### src/rtl/mux_pkg.sv
// Shared definitions for the arbitrating multiplexer: default sizes, the
// stats counter width, a constant clog2 and the output-register state type.
package mux_pkg;

    localparam int DEF_W   = 16;
    localparam int DEF_N   = 4;
    localparam int STATS_W = 16;

    // Number of bits needed to index n items (n >= 2 in this design).
    function automatic int clog2(input int n);
        int r;
        r = 0;
        for (int i = 0; i < 31; i++) begin
            if ((1 << i) < n) r = i + 1;
        end
        return r;
    endfunction

    // State of the one-entry output register; FULL is what out_valid shows.
    typedef enum logic {
        EMPTY = 1'b0,
        FULL  = 1'b1
    } out_state_t;

endpackage

### src/rtl/arb_mux_nxw_if.sv
// Bundle of the N-source / 1-sink handshake signals of arb_mux_nxw.
// Handshake: a word moves on any cycle where valid and ready are both high
// at the rising edge; a source holds data/valid until it sees ready.
// grant_count exists only when ARB_MUX_STATS_EN is defined.
interface arb_mux_nxw_if
    import mux_pkg::*;
#(
    parameter int N = DEF_N,
    parameter int W = DEF_W
) ();
    localparam int SW = clog2(N);

    logic [N*W-1:0]     in_data;
    logic [N-1:0]       in_valid;
    logic [N-1:0]       in_ready;
    logic [W-1:0]       out_data;
    logic [SW-1:0]      out_src;
    logic               out_valid;
    logic               out_ready;
    logic [SW-1:0]      dbg_ptr;     // round-robin pointer, for observation
`ifdef ARB_MUX_STATS_EN
    logic [STATS_W-1:0] grant_count;
`endif

    // Multiplexer side.
    modport slave (
        input  in_data, in_valid, out_ready,
        output in_ready, out_data, out_src, out_valid, dbg_ptr
`ifdef ARB_MUX_STATS_EN
        , output grant_count
`endif
    );

    // Producers/consumer side.
    modport master (
        output in_data, in_valid, out_ready,
        input  in_ready, out_data, out_src, out_valid, dbg_ptr
`ifdef ARB_MUX_STATS_EN
        , input grant_count
`endif
    );

endinterface

### src/rtl/arb_mux_nxw_rr_arbiter.sv
// Combinational round-robin arbiter: first requester at or above ptr,
// wrapping N-1 -> 0. Works for any N (not only powers of two).
module rr_arbiter
    import mux_pkg::*;
#(
    parameter  int N  = DEF_N,
    localparam int SW = clog2(N)
) (
    input  logic [N-1:0]  req,
    input  logic [SW-1:0] ptr,
    output logic [N-1:0]  grant,
    output logic [SW-1:0] gidx,
    output logic          any
);
    // One extra bit so ptr + k (at most 2N-2) never overflows before the wrap.
    localparam logic [SW:0] NW = (SW+1)'(N);

    logic [SW:0] idx;

    // Scan N positions starting at ptr; the first requester wins.
    always_comb begin
        grant = '0;
        gidx  = '0;
        any   = 1'b0;
        idx   = '0;
        for (int k = 0; k < N; k++) begin
            idx = {1'b0, ptr} + (SW+1)'(k);
            if (idx >= NW) idx = idx - NW;
            if (!any && req[idx[SW-1:0]]) begin
                grant[idx[SW-1:0]] = 1'b1;
                gidx               = idx[SW-1:0];
                any                = 1'b1;
            end
        end
    end

endmodule

### src/rtl/arb_mux_nxw.sv
// N-channel, W-bit arbitrating multiplexer with a registered output.
// A round-robin arbiter picks the source; the output register accepts a new
// word whenever it is empty or being drained in the same cycle.
// Optional feature: define ARB_MUX_STATS_EN to add the 16-bit grant_count.
module arb_mux_nxw
    import mux_pkg::*;
#(
    parameter int W = DEF_W,
    parameter int N = DEF_N
) (
    input logic         clk,
    input logic         reset,
    arb_mux_nxw_if.slave bus
);
    localparam int            SW   = clog2(N);
    localparam logic [SW-1:0] LAST = SW'(N - 1);

    out_state_t    state_q, state_d;
    logic [W-1:0]  data_q;
    logic [SW-1:0] src_q;
    logic [SW-1:0] ptr_q;
    logic [SW-1:0] ptr_nxt;
    logic [N-1:0]  grant;
    logic [SW-1:0] gidx;
    logic          any;
    logic          load;
    logic [W-1:0]  sel_data;

    rr_arbiter #(.N(N)) u_arb (
        .req   (bus.in_valid),
        .ptr   (ptr_q),
        .grant (grant),
        .gidx  (gidx),
        .any   (any)
    );

    // Register may take a word when empty or when its word leaves this cycle.
    assign load    = (state_q == EMPTY) || bus.out_ready;
    assign ptr_nxt = (gidx == LAST) ? '0 : gidx + 1'b1;

    // Nothing is accepted while reset is held, even though the register is empty.
    assign bus.in_ready = (load && !reset) ? grant : '0;

    // Select the granted channel's data.
    always_comb begin
        sel_data = '0;
        for (int i = 0; i < N; i++) begin
            if (gidx == SW'(i)) sel_data = bus.in_data[i*W +: W];
        end
    end

    // Next state of the output register: refilled or emptied on every load.
    always_comb begin
        state_d = state_q;
        if (load) state_d = any ? FULL : EMPTY;
    end

    // Output register occupancy.
    always_ff @(posedge clk or posedge reset) begin
        if (reset) state_q <= EMPTY;
        else       state_q <= state_d;
    end

    // Data, source tag and pointer move only when a channel is granted.
    always_ff @(posedge clk or posedge reset) begin
        if (reset) begin
            data_q <= '0;
            src_q  <= '0;
            ptr_q  <= '0;
        end else if (load && any) begin
            data_q <= sel_data;
            src_q  <= gidx;
            ptr_q  <= ptr_nxt;
        end
    end

    assign bus.out_valid = (state_q == FULL);
    assign bus.out_data  = data_q;
    assign bus.out_src   = src_q;
    assign bus.dbg_ptr   = ptr_q;

`ifdef ARB_MUX_STATS_EN
    logic [STATS_W-1:0] grant_cnt_q;

    // Count input transfers; wraps naturally at 16 bits.
    always_ff @(posedge clk or posedge reset) begin
        if (reset)             grant_cnt_q <= '0;
        else if (load && any)  grant_cnt_q <= grant_cnt_q + 1'b1;
    end

    assign bus.grant_count = grant_cnt_q;
`endif

endmodule
### src/flat_wrapper.sv
// flat-port wrapper written by rule: the top's interface ports become plain ports
module arb_mux_nxw_flat import mux_pkg::*;
#(
    parameter int W = DEF_W,
    parameter int N = DEF_N
)
  (clk, reset, bus_in_data, bus_in_valid, bus_out_ready, bus_in_ready, bus_out_data, bus_out_src, bus_out_valid, bus_dbg_ptr);
  arb_mux_nxw_if #(.N(N), .W(W)) bus_i ();
  input logic clk;
  input logic reset;
  input wire logic [$bits(bus_i.in_data)-1:0] bus_in_data;
  input wire logic [$bits(bus_i.in_valid)-1:0] bus_in_valid;
  input wire logic [$bits(bus_i.out_ready)-1:0] bus_out_ready;
  output wire logic [$bits(bus_i.in_ready)-1:0] bus_in_ready;
  output wire logic [$bits(bus_i.out_data)-1:0] bus_out_data;
  output wire logic [$bits(bus_i.out_src)-1:0] bus_out_src;
  output wire logic [$bits(bus_i.out_valid)-1:0] bus_out_valid;
  output wire logic [$bits(bus_i.dbg_ptr)-1:0] bus_dbg_ptr;
  assign bus_i.in_data = bus_in_data;
  assign bus_i.in_valid = bus_in_valid;
  assign bus_i.out_ready = bus_out_ready;
  assign bus_in_ready = bus_i.in_ready;
  assign bus_out_data = bus_i.out_data;
  assign bus_out_src = bus_i.out_src;
  assign bus_out_valid = bus_i.out_valid;
  assign bus_dbg_ptr = bus_i.dbg_ptr;
  arb_mux_nxw #(.W(W), .N(N)) u_core (.clk(clk), .reset(reset), .bus(bus_i));
endmodule
### config.mk
export PLATFORM = sky130hd
export DESIGN_NAME = arb_mux_nxw_flat
export DESIGN_NICKNAME = d
export VERILOG_FILES = /design/src/rtl/mux_pkg.sv /design/src/rtl/arb_mux_nxw_if.sv /design/src/rtl/arb_mux_nxw_rr_arbiter.sv /design/src/rtl/arb_mux_nxw.sv /design/src/flat_wrapper.sv
export SDC_FILE = /design/constraint.sdc
export NUM_CORES = 1
export LEC_CHECK = 0
export BUFFER_PORTS_ARGS = -buffer_cell sky130_fd_sc_hd__buf_4
export CAP_MARGIN = 40
export CELL_PAD_IN_SITES_DETAIL_PLACEMENT = 0
export CELL_PAD_IN_SITES_GLOBAL_PLACEMENT = 2
export CORE_MARGIN = 3
export CORE_UTILIZATION = 25
export CTS_CLUSTER_DIAMETER = 100
export DETAILED_ROUTE_END_ITERATION = 8
export PLACE_DENSITY_LB_ADDON = 0.1
export SLEW_MARGIN = 10
export SYNTH_ARGS = -nofsm -noshare
export SYNTH_HDL_FRONTEND = slang
export SYNTH_SLANG_ARGS = --single-unit
export TNS_END_PERCENT = 5
### constraint.sdc
create_clock -name clk -period 4.6 [get_ports clk]
set_input_delay 0.69 -clock clk [delete_from_list [all_inputs] [get_ports clk]]
set_output_delay 0.69 -clock clk [all_outputs]
set_load 0.005 [all_outputs]
# --- Yosys cells after proc, flatten, opt, wreduce, memory -nomap -nowiden ---
# Index checks and enable logic that the tools add are counted.
op_classes:
  magnitude_cmp: 12
  n_reduce_logical: 15
  n_mux: 39
  mul: 0
  n_eq_ne: 3
  add_sub_neg: 8
  n_shift: 0
  n_bitwise: 4
  div: 0
ops:
  columns: ["op", "count"]
  rows:
  - ["two-way mux 16 bit", 4]
  - ["two-way mux 4 bit", 5]
  - ["two-way mux 2 bit", 9]
  - ["two-way mux 1 bit", 13]
  - ["< comparator 2 x 3 -> 1 bit (second input constant)", 4]
  - ["bitwise OR 4 bit", 3]
  - [">= comparator 3 bit (second input constant)", 3]
  - ["logical AND 1 bit", 9]
  - ["binary-select mux 1 bit (select 2 bit)", 4]
  - ["demux 1 bit (select 2 bit)", 4]
  - [">= comparator 2 x 1 -> 1 bit (second input constant)", 4]
  - ["subtractor 2 x 1 -> 2 bit (second input constant)", 4]
  - ["adder 2 x 2 -> 3 bit (second input constant)", 2]
  - ["equality test 2 bit (second input constant)", 2]
  - ["zero test 1 bit", 4]
  - ["adder 2 x 1 -> 3 bit (second input constant)", 1]
  - [">= comparator 2 x 3 -> 1 bit (second input constant)", 1]
  - ["adder 2 x 1 -> 2 bit (second input constant)", 1]
  - ["equality test 2 x 1 -> 1 bit (second input constant)", 1]
  - ["zero test 2 bit", 1]
  - ["logical OR 1 bit", 1]
  - ["NOT 1 bit", 1]
totals:
  register_bits: 21
  out_inout_bits: 25
  inputBits: 71
  mem_count: 0
  wordCells: 85
  ram_bits: 0
  latchBits: 0
  rom_bits: 0

# --- Depth between registers and ports, before layout ---
logic_depth:
  depth_word: 19
  depth_mapped: 16
  depth_no_buf: 11

# --- Modules after synthesis ---
# From an unflattened synthesis, not the netlist that was laid out.
hier_totals:
  cells_unflattened: 215
  hier_area_um2: 1864.3
by_module_without_submodules:
  columns: ["module", "instances", "seq_area_each_um2", "cells_per_inst", "area_each_um2"]
  rows:
  - ["arb_mux_nxw", 1, 525.5, 170, 1442.6]
  - ["rr_arbiter", 1, 0.0, 45, 421.7]

# --- Worst setup path before layout ---
# Ideal clock, no wire load.
synth_path:
  path_type: "register to register"
  from: "reg u_core.ptr_q[0], in the netlist u_core.bus.dbg_ptr[0]"
  to: "reg u_core.data_q[0], in the netlist u_core.bus.out_data[0]"
  t_required_ns: 4.518
  setup_time_ns: 0.082
  path_buffers: 5
  slack_ns: 0.862
  arrival_time_ns: 3.656
  period_less_slack_ns: 3.738
  stages_incl_launch_ff: 17
  cell_sequence: "dfrtp_1 > buf_6 > buf_6 > inv_1 > ha_1 > buf_6 > or3b_4 > a2111oi_4 > nor2_1 > a21bo_2 > ha_1 > clkbuf_1 > nor2b_1 > buf_2 > a221o_1 > o211ai_1 > a31oi_1"
synth_via:
  elab_chain_cells: 19
  elab_cells_between_ends: 46
  classes_between: "add/sub (7); order compare (4); eq/ne (3); mux (24); reduce/logical (8)"
synth_rtl:
  columns: ["element", "line_no", "rtl"]
  rows:
  - ["start, declared", "arb_mux_nxw.sv:21", "logic [SW-1:0] ptr_q;"]
  - ["start signal, assigned", "arb_mux_nxw.sv:73", "ptr_q <= ptr_nxt;"]
  - ["parallel branches: the longest is 19 deep, another holds adder 2 x 1 -> 3 bit", null, null]
  - ["end signal, assigned", "arb_mux_nxw.sv:71", "data_q <= sel_data;"]
  - ["end, declared", "arb_mux_nxw.sv:19", "logic [W-1:0] data_q;"]
# Several ways; the timed one is not identified. The select of a mux whose other input is x is not followed.
# A chain may end at the register's enable or synchronous reset.

# --- Worst setup path in the final report ---
layout_path:
  from: "reg u_core.ptr_q[1], in the netlist u_core.bus.dbg_ptr[1]"
  to: "reg u_core.data_q[11], in the netlist u_core.bus.out_data[11]"
# Same word-level chain as after synthesis.

==> impl_metrics.yaml <==
outcome:
  outcome: "complete, no violations"
clocking:
  clk_pin_slew_ps: 90
  cts_num_sinks: 21
  postCtsHoldBufs: 0
  cts_tree: "done"
  clock_latency_ps: 270
  clockRootBuffer: "clkbuf_8"
  cts_buffer_depth: 2
  cts_buffers: 3
  cts_max_level: 1
  cts_resized: 0
  post_cts_buffers: 0
grt:
  antenna_found_initial: 0
  grt-ovfl-total: 0
  grt_pass1_wl_mm: 10.7
  grt_pass1_vias: 2010
  grt_max_degree: 41
  grt.total_usage: 0.156
route:
  drc: 0
  ant_nets: 0
  vias: 1984
  drt_pass1_iterations: 4
  wire_per_inst_um: 16.9
  wl_mm: 6.62
  viasPerCell: 5.06
  drtIter0Drc: 155
worst_setup_path:
  slowest_delay_ps: 530
  crit_buf_inv: 2
  cp-end-kind: "flop"
  start_kind: "flop"
  arrival_ps: 4110
  critPathKind: "flop to flop"
  cp_max_fo: 10
  crit_path_cell_trace: "inv_1 > ha_1 > or3b_4 > a2111oi_4 > nor2_1 > a21bo_2 > ha_1 > nor2b_1 > buf_4 > a221o_1 > o211ai_1 > a31oi_1"
  cp.required_ps: 4790
  cp_slowest_cell: "dfrtp_1"
  ff2ff_setup_slack_ps: 680
  crit_family: "compound AO/OA/AOI/OAI gates"
  cpMostUsedCell: "ha_1"
yosys:
  async_flop_share: 1.00
  synthDistinctLibCells: 43
  seq_area_frac_synth: 0.283
  synth_nets: 291
  syn_avg_cell_area_um2: 8.87
  synth_edf_count: 0
  yosys_warnings: 0
  synth_seq_cells: 21
  ys.flop_type: "dfrtp_1"
  synthCells: 209
  synth_area_um2: 1850
timing:
  drv_slew: 0
  relSlewSlack: 0.617
  skew_ps: 4.44
  finalHoldViolations: 0
  max_freq_ghz: 0.255
  setup_viol: 0
  min_period_over_period: 0.852
  min_period_ps: 3920
  fin_tns_setup_ps: 0
  rsz0062_at_grt: "no"
  tightest_slew_ps: 574
  setup_ws_ps: 680
pwr:
  p_int_mw: 1.08
  clockPowerShare: 0.064
  power_mw: 2.00
  ir_worst_vdd_mv: 0.396
  netSwitchingPower_mw: 0.926
  seq_power_share: 0.169
  sw_frac_of_total: 0.462
  power_density_nw_per_um2: 741
  p_comb_frac: 0.767
  p_leak_nw: 1.19
die:
  coreArea_um2: 6980
  die_area_um2: 8490
  io_pins: 96
  dieWidth_um: 92.1
  fp.dieH_um: 92.1
  floorplan.initialDensity: 0.266
  row_count: 30
cells_and_area:
  nets: 379
  drive_gt1_frac: 0.402
  diodes: 0
  area_growth_pct: 45.8
  stdcell_area_um2: 2700
placement:
  pre_cts_slack_ps: 727
  place_congestion: 0.803
  port-buffer-count: 95
  post_dp_cell_area_um2: 2660
  dp_hpwl_mm: 5.11
run:
  maxCapViolCount: 0
hold_path:
  min_path_type: "input port to asynchronous set/reset pin"
-- placed cells by master (no fill, tap or decap), types with 2 or more instances in the layout --
cell type  instances
a211oi_1           4
a21oi_1            2
a221o_1           16
a221oi_1           4
a22o_1             2
a31oi_1           16
buf_4            102
clkbuf_8           3
dfrtp_1           21
ha_1              11
inv_1              5
mux2_2             4
mux2i_1            5
mux4_2             2
nand2_1           19
nand2b_1           2
nand3b_1           2
nor2_1            25
nor2b_1            3
nor3b_1            2
o211ai_1          17
o21ai_0            7
-- kinds of logic after synthesis --
kind of cell	count (synthesis)	synth area share
AO/OA/AOI/OAI	77	0.329
adder cells (fa/ha/maj)	11	0.0742
buffers and inverters	25	0.0708
flip-flops	21	0.283
multiplexers	11	0.0756
AND/OR/NAND/NOR	64	0.167
-- final cells by class --
type                       count  area (um2)
clock buffer                   3        41.3
clock inverter                 1        5.00
fill                         743        4280
inverter                       5        18.8
multi-input combinational    163        1200
sequential                    21         526
tap                           96         120
timing repair buffer         103         793
-- power by group through the flow --
stage / combinational (mW) / clock [mW] / sequential (mW)
6_report: 1.54 / 0.128 / 0.339
5_1_grt: 1.72 / 0.141 / 0.354
4_1_cts: 1.55 / 0.135 / 0.340
3_5_place_dp: 1.55 / 0 / 0.342
3_3_place_gp: 1.54 / 0 / 0.344
2_1_floorplan: 1.06 / 0 / 0.348
-- routing by layer --
layer,part of all wire,global-route usage,wire length (um)
met1,0.44,0.217,2930
met2,0.49,0.253,3220
met3,0.058,0.0295,383
met4,0.012,0.0285,81
met5,0,0,0
-- cell usage after synthesis (all sizes together), types with 2 or more instances --
library cell   n  area share
nand2b         2      0.0067
a31oi         16       0.054
a221o         16       0.086
mux2i          5       0.027
o211ai        17       0.069
a21oi          2      0.0054
mux2           4       0.024
ha            11       0.074
buf            8       0.036
dfrtp         21        0.28
o21ai          7       0.019
nor2b          4       0.018
nor2          26       0.053
nand3b         2      0.0081
nor3b          2      0.0081
a211oi         4       0.016
inv            5       0.010
a221oi         4       0.019
clkbuf        12       0.024
nand2         19       0.038
a22o           2      0.0094
mux4           2       0.024
-- final timing paths --
kind / depth (start not counted) / to / startpoint
worst max-delay path: 12 / u_core.bus.out_data[11]$_DFFE_PP0P_ / u_core.bus.dbg_ptr[1]$_DFFE_PP0P_
worst min-delay path: 2 / u_core.bus.out_valid$_DFFE_PP0N_ / reset
worst max register to register: 12 / u_core.bus.out_data[11]$_DFFE_PP0P_ / u_core.bus.dbg_ptr[1]$_DFFE_PP0P_
worst min register to register: 2 / u_core.bus.out_data[14]$_DFFE_PP0P_ / u_core.bus.out_data[14]$_DFFE_PP0P_
max in group asynchronous: 3 / u_core.bus.dbg_ptr[0]$_DFFE_PP0P_ / reset
min in group clk: 2 / u_core.bus.out_data[14]$_DFFE_PP0P_ / u_core.bus.out_data[14]$_DFFE_PP0P_
-- through the flow --
stage	instances	utilization	hold slack [ps]
after global placement	386	0.376	516
after CTS	392	0.387	336
after detailed placement	388	0.381	522
after global routing	392	0.387	336
after floorplan	209	-	519
final	392	0.387	344
-- sequential cells by signal, indices dropped and copies added (netlist names) --
name                  count
u_core.bus.dbg_ptr        2
u_core.bus.out_valid      1
u_core.bus.out_src        2
u_core.bus.out_data      16
No activity file was read; power rests on OpenSTA's default activity.
